$ cat src/rtl/noc_output_arbiter_if.sv
// Request/grant and credit bundle between input ports and one output arbiter.
// master: requester side; slave: the arbiter.
interface noc_output_arbiter_if #(
   parameter int NUM_IN       = 5,
   parameter int QOS_W        = 2,
   parameter int CREDIT_DEPTH = 4
);
   localparam int CW = $clog2(CREDIT_DEPTH + 1);

   logic [NUM_IN-1:0]       req_valid;
   logic [NUM_IN-1:0]       req_head;
   logic [NUM_IN-1:0]       req_tail;
   logic [NUM_IN*QOS_W-1:0] req_qos;
   logic                    credit_return;
   logic [NUM_IN-1:0]       grant;
   logic                    xfer;
   logic [CW-1:0]           credit_count;
   logic [31:0]             packets_granted;
   logic                    credit_overflow;

   modport master (
      output req_valid, req_head, req_tail, req_qos, credit_return,
      input  grant, xfer, credit_count, packets_granted, credit_overflow
   );

   modport slave (
      input  req_valid, req_head, req_tail, req_qos, credit_return,
      output grant, xfer, credit_count, packets_granted, credit_overflow
   );
endinterface

$ cat src/rtl/noc_output_arbiter.sv
// Per-output switch allocator: QoS + round-robin, packet lock, credit flow control.
// Optional starvation aging enabled by defining NOC_OUTPUT_ARB_AGING_EN.
module noc_output_arbiter #(
   parameter int NUM_IN       = 5,
   parameter int QOS_W        = 2,
   parameter int CREDIT_DEPTH = 4,
   parameter int STARVE_LIMIT = 16
) (
   input logic clk,
   input logic rst_n,
   noc_output_arbiter_if.slave bus
);
   localparam int PTR_W  = (NUM_IN > 1) ? $clog2(NUM_IN) : 1;
   localparam int CW     = $clog2(CREDIT_DEPTH + 1);
   localparam int PRIO_W = QOS_W + 1;
   localparam logic [CW-1:0]    CRED_MAX = CW'(CREDIT_DEPTH);
   localparam logic [PTR_W-1:0] LAST_IN  = PTR_W'(NUM_IN - 1);

   typedef enum logic {
      IDLE,
      LOCKED
   } state_e;

   state_e            state_q, state_d;
   logic [NUM_IN-1:0] grant_q, grant_d;
   logic [PTR_W-1:0]  rr_ptr_q, rr_ptr_d;
   logic [PTR_W-1:0]  owner_q, owner_d;
   logic [CW-1:0]     credit_q, credit_d;
   logic [31:0]       pkt_q, pkt_d;
   logic              ovf_q, ovf_d;

   logic [NUM_IN-1:0] cand;
   logic [PRIO_W-1:0] prio [NUM_IN];
   logic [PRIO_W-1:0] max_prio;
   logic              win_vld;
   logic [PTR_W-1:0]  win_idx;
   logic [PTR_W-1:0]  idx;
   logic              xfer;
   logic              tail_xfer;

   assign cand = bus.req_valid & bus.req_head;

`ifdef NOC_OUTPUT_ARB_AGING_EN
   localparam int AGE_W = $clog2(STARVE_LIMIT + 1);
   localparam logic [AGE_W-1:0] AGE_LIM = AGE_W'(STARVE_LIMIT);

   logic [AGE_W-1:0] age_q [NUM_IN];
   logic [AGE_W-1:0] age_d [NUM_IN];

   // A starved requester outranks every QoS level via the extra top bit.
   always_comb begin
      for (int i = 0; i < NUM_IN; i++) begin
         prio[i] = {age_q[i] >= AGE_LIM, bus.req_qos[i*QOS_W +: QOS_W]};
      end
   end

   always_comb begin
      for (int i = 0; i < NUM_IN; i++) begin
         age_d[i] = age_q[i];
         if (state_q == IDLE && win_vld) begin
            if (PTR_W'(i) == win_idx) begin
               age_d[i] = '0;
            end else if (cand[i] && age_q[i] < AGE_LIM) begin
               age_d[i] = age_q[i] + 1'b1;
            end
         end
      end
   end

   always_ff @(posedge clk or negedge rst_n) begin
      if (!rst_n) begin
         for (int i = 0; i < NUM_IN; i++) begin
            age_q[i] <= '0;
         end
      end else begin
         for (int i = 0; i < NUM_IN; i++) begin
            age_q[i] <= age_d[i];
         end
      end
   end
`else
   always_comb begin
      for (int i = 0; i < NUM_IN; i++) begin
         prio[i] = {1'b0, bus.req_qos[i*QOS_W +: QOS_W]};
      end
   end
`endif

   always_comb begin
      max_prio = '0;
      for (int i = 0; i < NUM_IN; i++) begin
         if (cand[i] && prio[i] > max_prio) begin
            max_prio = prio[i];
         end
      end
      win_vld = 1'b0;
      win_idx = '0;
      idx     = '0;
      // Walk candidates starting at rr_ptr so equal-priority ties rotate.
      for (int k = 0; k < NUM_IN; k++) begin
         idx = PTR_W'((int'(rr_ptr_q) + k) % NUM_IN);
         if (!win_vld && cand[idx] && prio[idx] == max_prio) begin
            win_vld = 1'b1;
            win_idx = idx;
         end
      end
   end

   assign xfer = (state_q == LOCKED)
              && |(grant_q & bus.req_valid)
              && (credit_q != '0);
   assign tail_xfer = xfer && |(grant_q & bus.req_tail);

   always_comb begin
      state_d  = state_q;
      grant_d  = grant_q;
      rr_ptr_d = rr_ptr_q;
      owner_d  = owner_q;
      pkt_d    = pkt_q;
      ovf_d    = ovf_q;
      credit_d = credit_q;
      unique case (state_q)
         IDLE: begin
            if (win_vld) begin
               state_d = LOCKED;
               grant_d = NUM_IN'(1) << win_idx;
               owner_d = win_idx;
            end
         end
         LOCKED: begin
            if (tail_xfer) begin
               state_d  = IDLE;
               grant_d  = '0;
               rr_ptr_d = (owner_q == LAST_IN) ? '0 : owner_q + 1'b1;
               pkt_d    = pkt_q + 32'd1;
            end
         end
      endcase
      if (xfer && !bus.credit_return) begin
         credit_d = credit_q - 1'b1;
      end else if (!xfer && bus.credit_return) begin
         if (credit_q == CRED_MAX) begin
            ovf_d = 1'b1;
         end else begin
            credit_d = credit_q + 1'b1;
         end
      end
   end

   always_ff @(posedge clk or negedge rst_n) begin
      if (!rst_n) begin
         state_q  <= IDLE;
         grant_q  <= '0;
         rr_ptr_q <= '0;
         owner_q  <= '0;
         credit_q <= CRED_MAX;
         pkt_q    <= '0;
         ovf_q    <= 1'b0;
      end else begin
         state_q  <= state_d;
         grant_q  <= grant_d;
         rr_ptr_q <= rr_ptr_d;
         owner_q  <= owner_d;
         credit_q <= credit_d;
         pkt_q    <= pkt_d;
         ovf_q    <= ovf_d;
      end
   end

   assign bus.grant           = grant_q;
   assign bus.xfer            = xfer;
   assign bus.credit_count    = credit_q;
   assign bus.packets_granted = pkt_q;
   assign bus.credit_overflow = ovf_q;
endmodule
$ cat src/flat_wrapper.sv
// flat-port wrapper written by rule: the top's interface ports become plain ports
module noc_output_arbiter_flat 
#(
   parameter int NUM_IN       = 5,
   parameter int QOS_W        = 2,
   parameter int CREDIT_DEPTH = 4,
   parameter int STARVE_LIMIT = 16
)
  (clk, rst_n, bus_req_valid, bus_req_head, bus_req_tail, bus_req_qos, bus_credit_return, bus_grant, bus_xfer, bus_credit_count, bus_packets_granted, bus_credit_overflow);
  noc_output_arbiter_if #(.NUM_IN(NUM_IN), .QOS_W(QOS_W), .CREDIT_DEPTH(CREDIT_DEPTH)) bus_i ();
  input logic clk;
  input logic rst_n;
  input wire logic [$bits(bus_i.req_valid)-1:0] bus_req_valid;
  input wire logic [$bits(bus_i.req_head)-1:0] bus_req_head;
  input wire logic [$bits(bus_i.req_tail)-1:0] bus_req_tail;
  input wire logic [$bits(bus_i.req_qos)-1:0] bus_req_qos;
  input wire logic [$bits(bus_i.credit_return)-1:0] bus_credit_return;
  output wire logic [$bits(bus_i.grant)-1:0] bus_grant;
  output wire logic [$bits(bus_i.xfer)-1:0] bus_xfer;
  output wire logic [$bits(bus_i.credit_count)-1:0] bus_credit_count;
  output wire logic [$bits(bus_i.packets_granted)-1:0] bus_packets_granted;
  output wire logic [$bits(bus_i.credit_overflow)-1:0] bus_credit_overflow;
  assign bus_i.req_valid = bus_req_valid;
  assign bus_i.req_head = bus_req_head;
  assign bus_i.req_tail = bus_req_tail;
  assign bus_i.req_qos = bus_req_qos;
  assign bus_i.credit_return = bus_credit_return;
  assign bus_grant = bus_i.grant;
  assign bus_xfer = bus_i.xfer;
  assign bus_credit_count = bus_i.credit_count;
  assign bus_packets_granted = bus_i.packets_granted;
  assign bus_credit_overflow = bus_i.credit_overflow;
  noc_output_arbiter #(.NUM_IN(NUM_IN), .QOS_W(QOS_W), .CREDIT_DEPTH(CREDIT_DEPTH), .STARVE_LIMIT(STARVE_LIMIT)) u_core (.clk(clk), .rst_n(rst_n), .bus(bus_i));
endmodule
$ cat config.mk
export PLATFORM = sky130hd
export DESIGN_NAME = noc_output_arbiter_flat
export DESIGN_NICKNAME = d
export VERILOG_FILES = /design/src/rtl/noc_output_arbiter_if.sv /design/src/rtl/noc_output_arbiter.sv /design/src/flat_wrapper.sv
export SDC_FILE = /design/constraint.sdc
export NUM_CORES = 1
export LEC_CHECK = 0
export ABC_CLOCK_PERIOD_IN_PS = 9940
export CORE_MARGIN = 3
export CORE_UTILIZATION = 61
export CTS_CLUSTER_DIAMETER = 120
export DETAILED_ROUTE_END_ITERATION = 12
export GPL_TIMING_DRIVEN = 0
export HOLD_SLACK_MARGIN = 0.03
export PLACE_DENSITY = 0.88
export RECOVER_POWER = 50
export SYNTH_ARGS = -nofsm -noshare
export SYNTH_HDL_FRONTEND = slang
export SYNTH_SLANG_ARGS = --single-unit
$ cat constraint.sdc
create_clock -name clk -period 9.94 [get_ports clk]
set_input_delay 1.988 -clock clk [delete_from_list [all_inputs] [get_ports clk]]
set_output_delay 1.988 -clock clk [all_outputs]
set_load 0.02 [all_outputs]
==> results.json <==
{
  "dr.pass1.iters": 9,
  "hold_depth": 1,
  "r2r-start": "u_core.rr_ptr_q[0]$_DFFE_PN0P_",
  "hold_path.class": "register to register",
  "port_buffers": 67,
  "cp-start-kind": "primary input",
  "reg2reg_depth": 24,
  "worstPathArrival_ns": 9.74,
  "cts_sinks": 48,
  "dieWidth_um": 96.7,
  "min_period_ns": 9.54,
  "holdWs_ns": 0.466,
  "antenna_found_initial": 0,
  "die_area_mm2": 0.00935,
  "grt_pass1_wl_mm": 23.4,
  "syn2layout_area_growth_pct": 18.3,
  "drt_iter0_drc": 293,
  "gp_congestion": 0.950,
  "dr_total_vias": 5030,
  "netlist_area_mm2": 0.00501,
  "seq_area_mm2": 0.00120,
  "cpMostUsedCell": "ha_1",
  "cts-root-buf": "clkbuf_8",
  "grt_max_degree": 29,
  "synth_area_leader_cell": "dfrtp_1",
  "final-setup-viol-count": 0,
  "skew_ns": 0.00983,
  "mostFrequentLayoutCells": "nand2_1 (67), dfrtp_1 (47), clkdlybuf4s50_1 (45)",
  "slew_violations": 0,
  "met2_usage_pct": 51.5,
  "post_cts_buffers": 0,
  "maxCapViolations": 0,
  "layout.nets": 735,
  "cts_tree": "built",
  "critPathLaunch": "bus_req_qos[1]",
  "grt_util_all_layers_pct": 29.8,
  "grt_use_met1_pct": 36.8,
  "grt-ovfl-total": 0,
  "via_per_inst": 6.51,
  "worst_pin_slew_ns": 1.45,
  "grtUsageMet3_pct": 4.54,
  "period_share_pct": 96.0,
  "drt_wl_total_mm": 14.3,
  "fillers": 563,
  "p_leak_nw": 2.61,
  "path_clk_slew_ns": 0.09,
  "synth_flop_cell": "dfrtp_1",
  "clock_path_buffers": 2,
  "die-height_um": 96.7,
  "clock_latency_ns": 0.30,
  "layout-drive-gt1-share_pct": 8.05,
  "fp-row-count": 32,
  "final_common_cell": "nand2_1",
  "fmax_mhz": 105,
  "cp_max_fo": 9,
  "r2r_slack_ns": 2.88,
  "core-area_mm2": 0.00785,
  "cts_buffers": 5,
  "synth-seq-cells": 48,
  "start_util_pct": 63.9,
  "ir_drop_mv": 0.170,
  "synth-edff-count": 0,
  "synth_cell_types": 80,
  "ant_nets": 0,
  "syn_nets": 660,
  "cp-end-kind": "register",
  "synth_area_leaders": "dfrtp_1 (23%), ha_1 (8.7%), xnor2_1 (5.8%)",
  "reg2reg_to": "u_core.bus.grant[0]$_DFFE_PN0P_",
  "drc": 0,
  "synth_seq_area_share_pct": 24.0,
  "max_stage_delay_ns": 0.70,
  "required_ns": 10.14,
  "synthArstFlopShare_pct": 100,
  "dp_hpwl_mm": 10.9,
  "ys_warn_count": 0,
  "synthCells": 595,
  "slew_headroom_pct": 3.05,
  "path_class": "primary input to register",
  "wl_per_cell_um": 18.5,
  "p_per_area_mw_per_mm2": 327,
  "top_usage_layer": "met2",
  "htreeDepth": 2,
  "tns_ns": 0,
  "synth_area_per_cell_um2": 8.43,
  "synth_top_cell_area_share_pct": 23.5,
  "grt_pass1_vias": 4927,
  "rsz0062_at_grt": "no",
  "cp-endpoint": "u_core.bus.grant[0]$_DFFE_PN0P_",
  "status": "finished clean",
  "slowest_stage": "clkdlybuf4s50_1",
  "ios": 70,
  "hold_viol_final": 0,
  "antenna_cells": 0,
  "multiInputGateArea_mm2": 0.00360
}
-- report_power, final --
| part | switching [mW] | leakage [nW] | internal [mW] |
|---|---|---|---|
| clock network | 0.0617 | 0.0524 | 0.0753 |
| registers | 0.0400 | 0.638 | 0.231 |
| logic | 0.877 | 1.92 | 0.659 |
-- worst max-delay path: cells and delay by family --
| family | cells | cell delay (ns) |
|---|---|---|
| compound gates | 11 | 3.33 |
| simple gates | 10 | 1.78 |
| xor+xnor | 1 | 0.13 |
| fa+ha+maj | 4 | 1.10 |
| buf+inv | 3 | 0.97 |
| mux | 1 | 0.41 |
-- worst min path at each step --
stage / startpoint / slack (ns) / endpoint
final: u_core.bus.packets_granted[31]$_DFFE_PN0P_ / 0.47 / u_core.bus.packets_granted[31]$_DFFE_PN0P_
after global routing: u_core.bus.packets_granted[31]$_DFFE_PN0P_ / 0.50 / u_core.bus.packets_granted[31]$_DFFE_PN0P_
after CTS: u_core.bus.packets_granted[31]$_DFFE_PN0P_ / 0.47 / u_core.bus.packets_granted[31]$_DFFE_PN0P_
after detailed placement: u_core.bus.packets_granted[31]$_DFFE_PN0P_ / 0.46 / u_core.bus.packets_granted[31]$_DFFE_PN0P_
after global placement: u_core.bus.packets_granted[31]$_DFFE_PN0P_ / 0.46 / u_core.bus.packets_granted[31]$_DFFE_PN0P_
after floorplan: u_core.state_q$_DFF_PN0_ / 0.46 / u_core.state_q$_DFF_PN0_
-- flip-flops by register name (all words and copies together), names as in the netlist --
| signal | count |
|---|---|
| u_core.bus.packets_granted | 32 |
| u_core.rr_ptr_q | 3 |
| u_core.bus.credit_count | 3 |
| u_core.bus.grant | 5 |
| u_core.state_q | 1 |
| u_core.owner_q | 3 |
| u_core.bus.credit_overflow | 1 |
-- metrics by stage --
stage                     power, mW  util [%]  setup slack [ns]  instance area, um^2  cells
after global routing           2.10      75.6            0.0629                 5930    773
after detailed placement       1.77      74.3            0.0787                 5830    765
final                          1.94      75.6             0.398                 5930    773
after CTS                      1.91      75.6             0.364                 5930    773
after floorplan                1.43         -              1.78                 5010    595
after global placement         1.72      74.1             0.212                 5810    764
-- logic make-up (layout without fill, tap and decap cells) --
kind of cell	count (synthesis)	in the layout	synth area share (%)
xor gates and xnor gates	49	49	8.86
buffers and inverters	54	130	4.54
DFF	48	48	24.0
adders and majority gates	37	37	9.53
and+or+nand+nor	226	226	22.4
AOI/OAI and AO/OA	148	148	21.5
muxes	33	33	9.18
-- synthesized netlist by cell type, types with 5 or more instances --
cell type	count
mux2i_1	19
nand3b_1	5
o21a_1	12
nand2b_1	8
nand4_1	10
a21oi_1	23
o31ai_1	7
xor2_1	14
ha_1	35
nor2b_1	7
o21ai_0	25
mux4_2	10
o211ai_1	5
a211o_1	7
clkbuf_1	15
or2_2	6
nand3_1	31
inv_1	29
nor3_1	11
or3_1	6
and3_1	14
o22ai_1	5
dfrtp_1	47
xnor2_1	33
a31oi_1	6
nand2_1	67
nor2_1	42
-- layer usage --
metal	part of all wire, %	vias to the layer above
met5	0	-
met4	3.4	0
met3	7.5	47
met2	49	264
met1	40	2387
li1	-	2332
-- repair_timing --
item                       4_1_cts  5_1_grt
setup endpoints to repair        0        9
gates resized for setup          0        3
hold buffers                     0        0
-- cell type report --
type	count	area share, %
Multi-Input combinational cell	493	60.7
Sequential cell	48	20.3
Timing Repair Buffer	68	11.3
Tap cell	102	2.15
Inverter	32	2.05
Buffer	22	1.79
Clock buffer	7	1.29
Clock inverter	1	0.506
No activity file was read; power rests on OpenSTA's default activity.
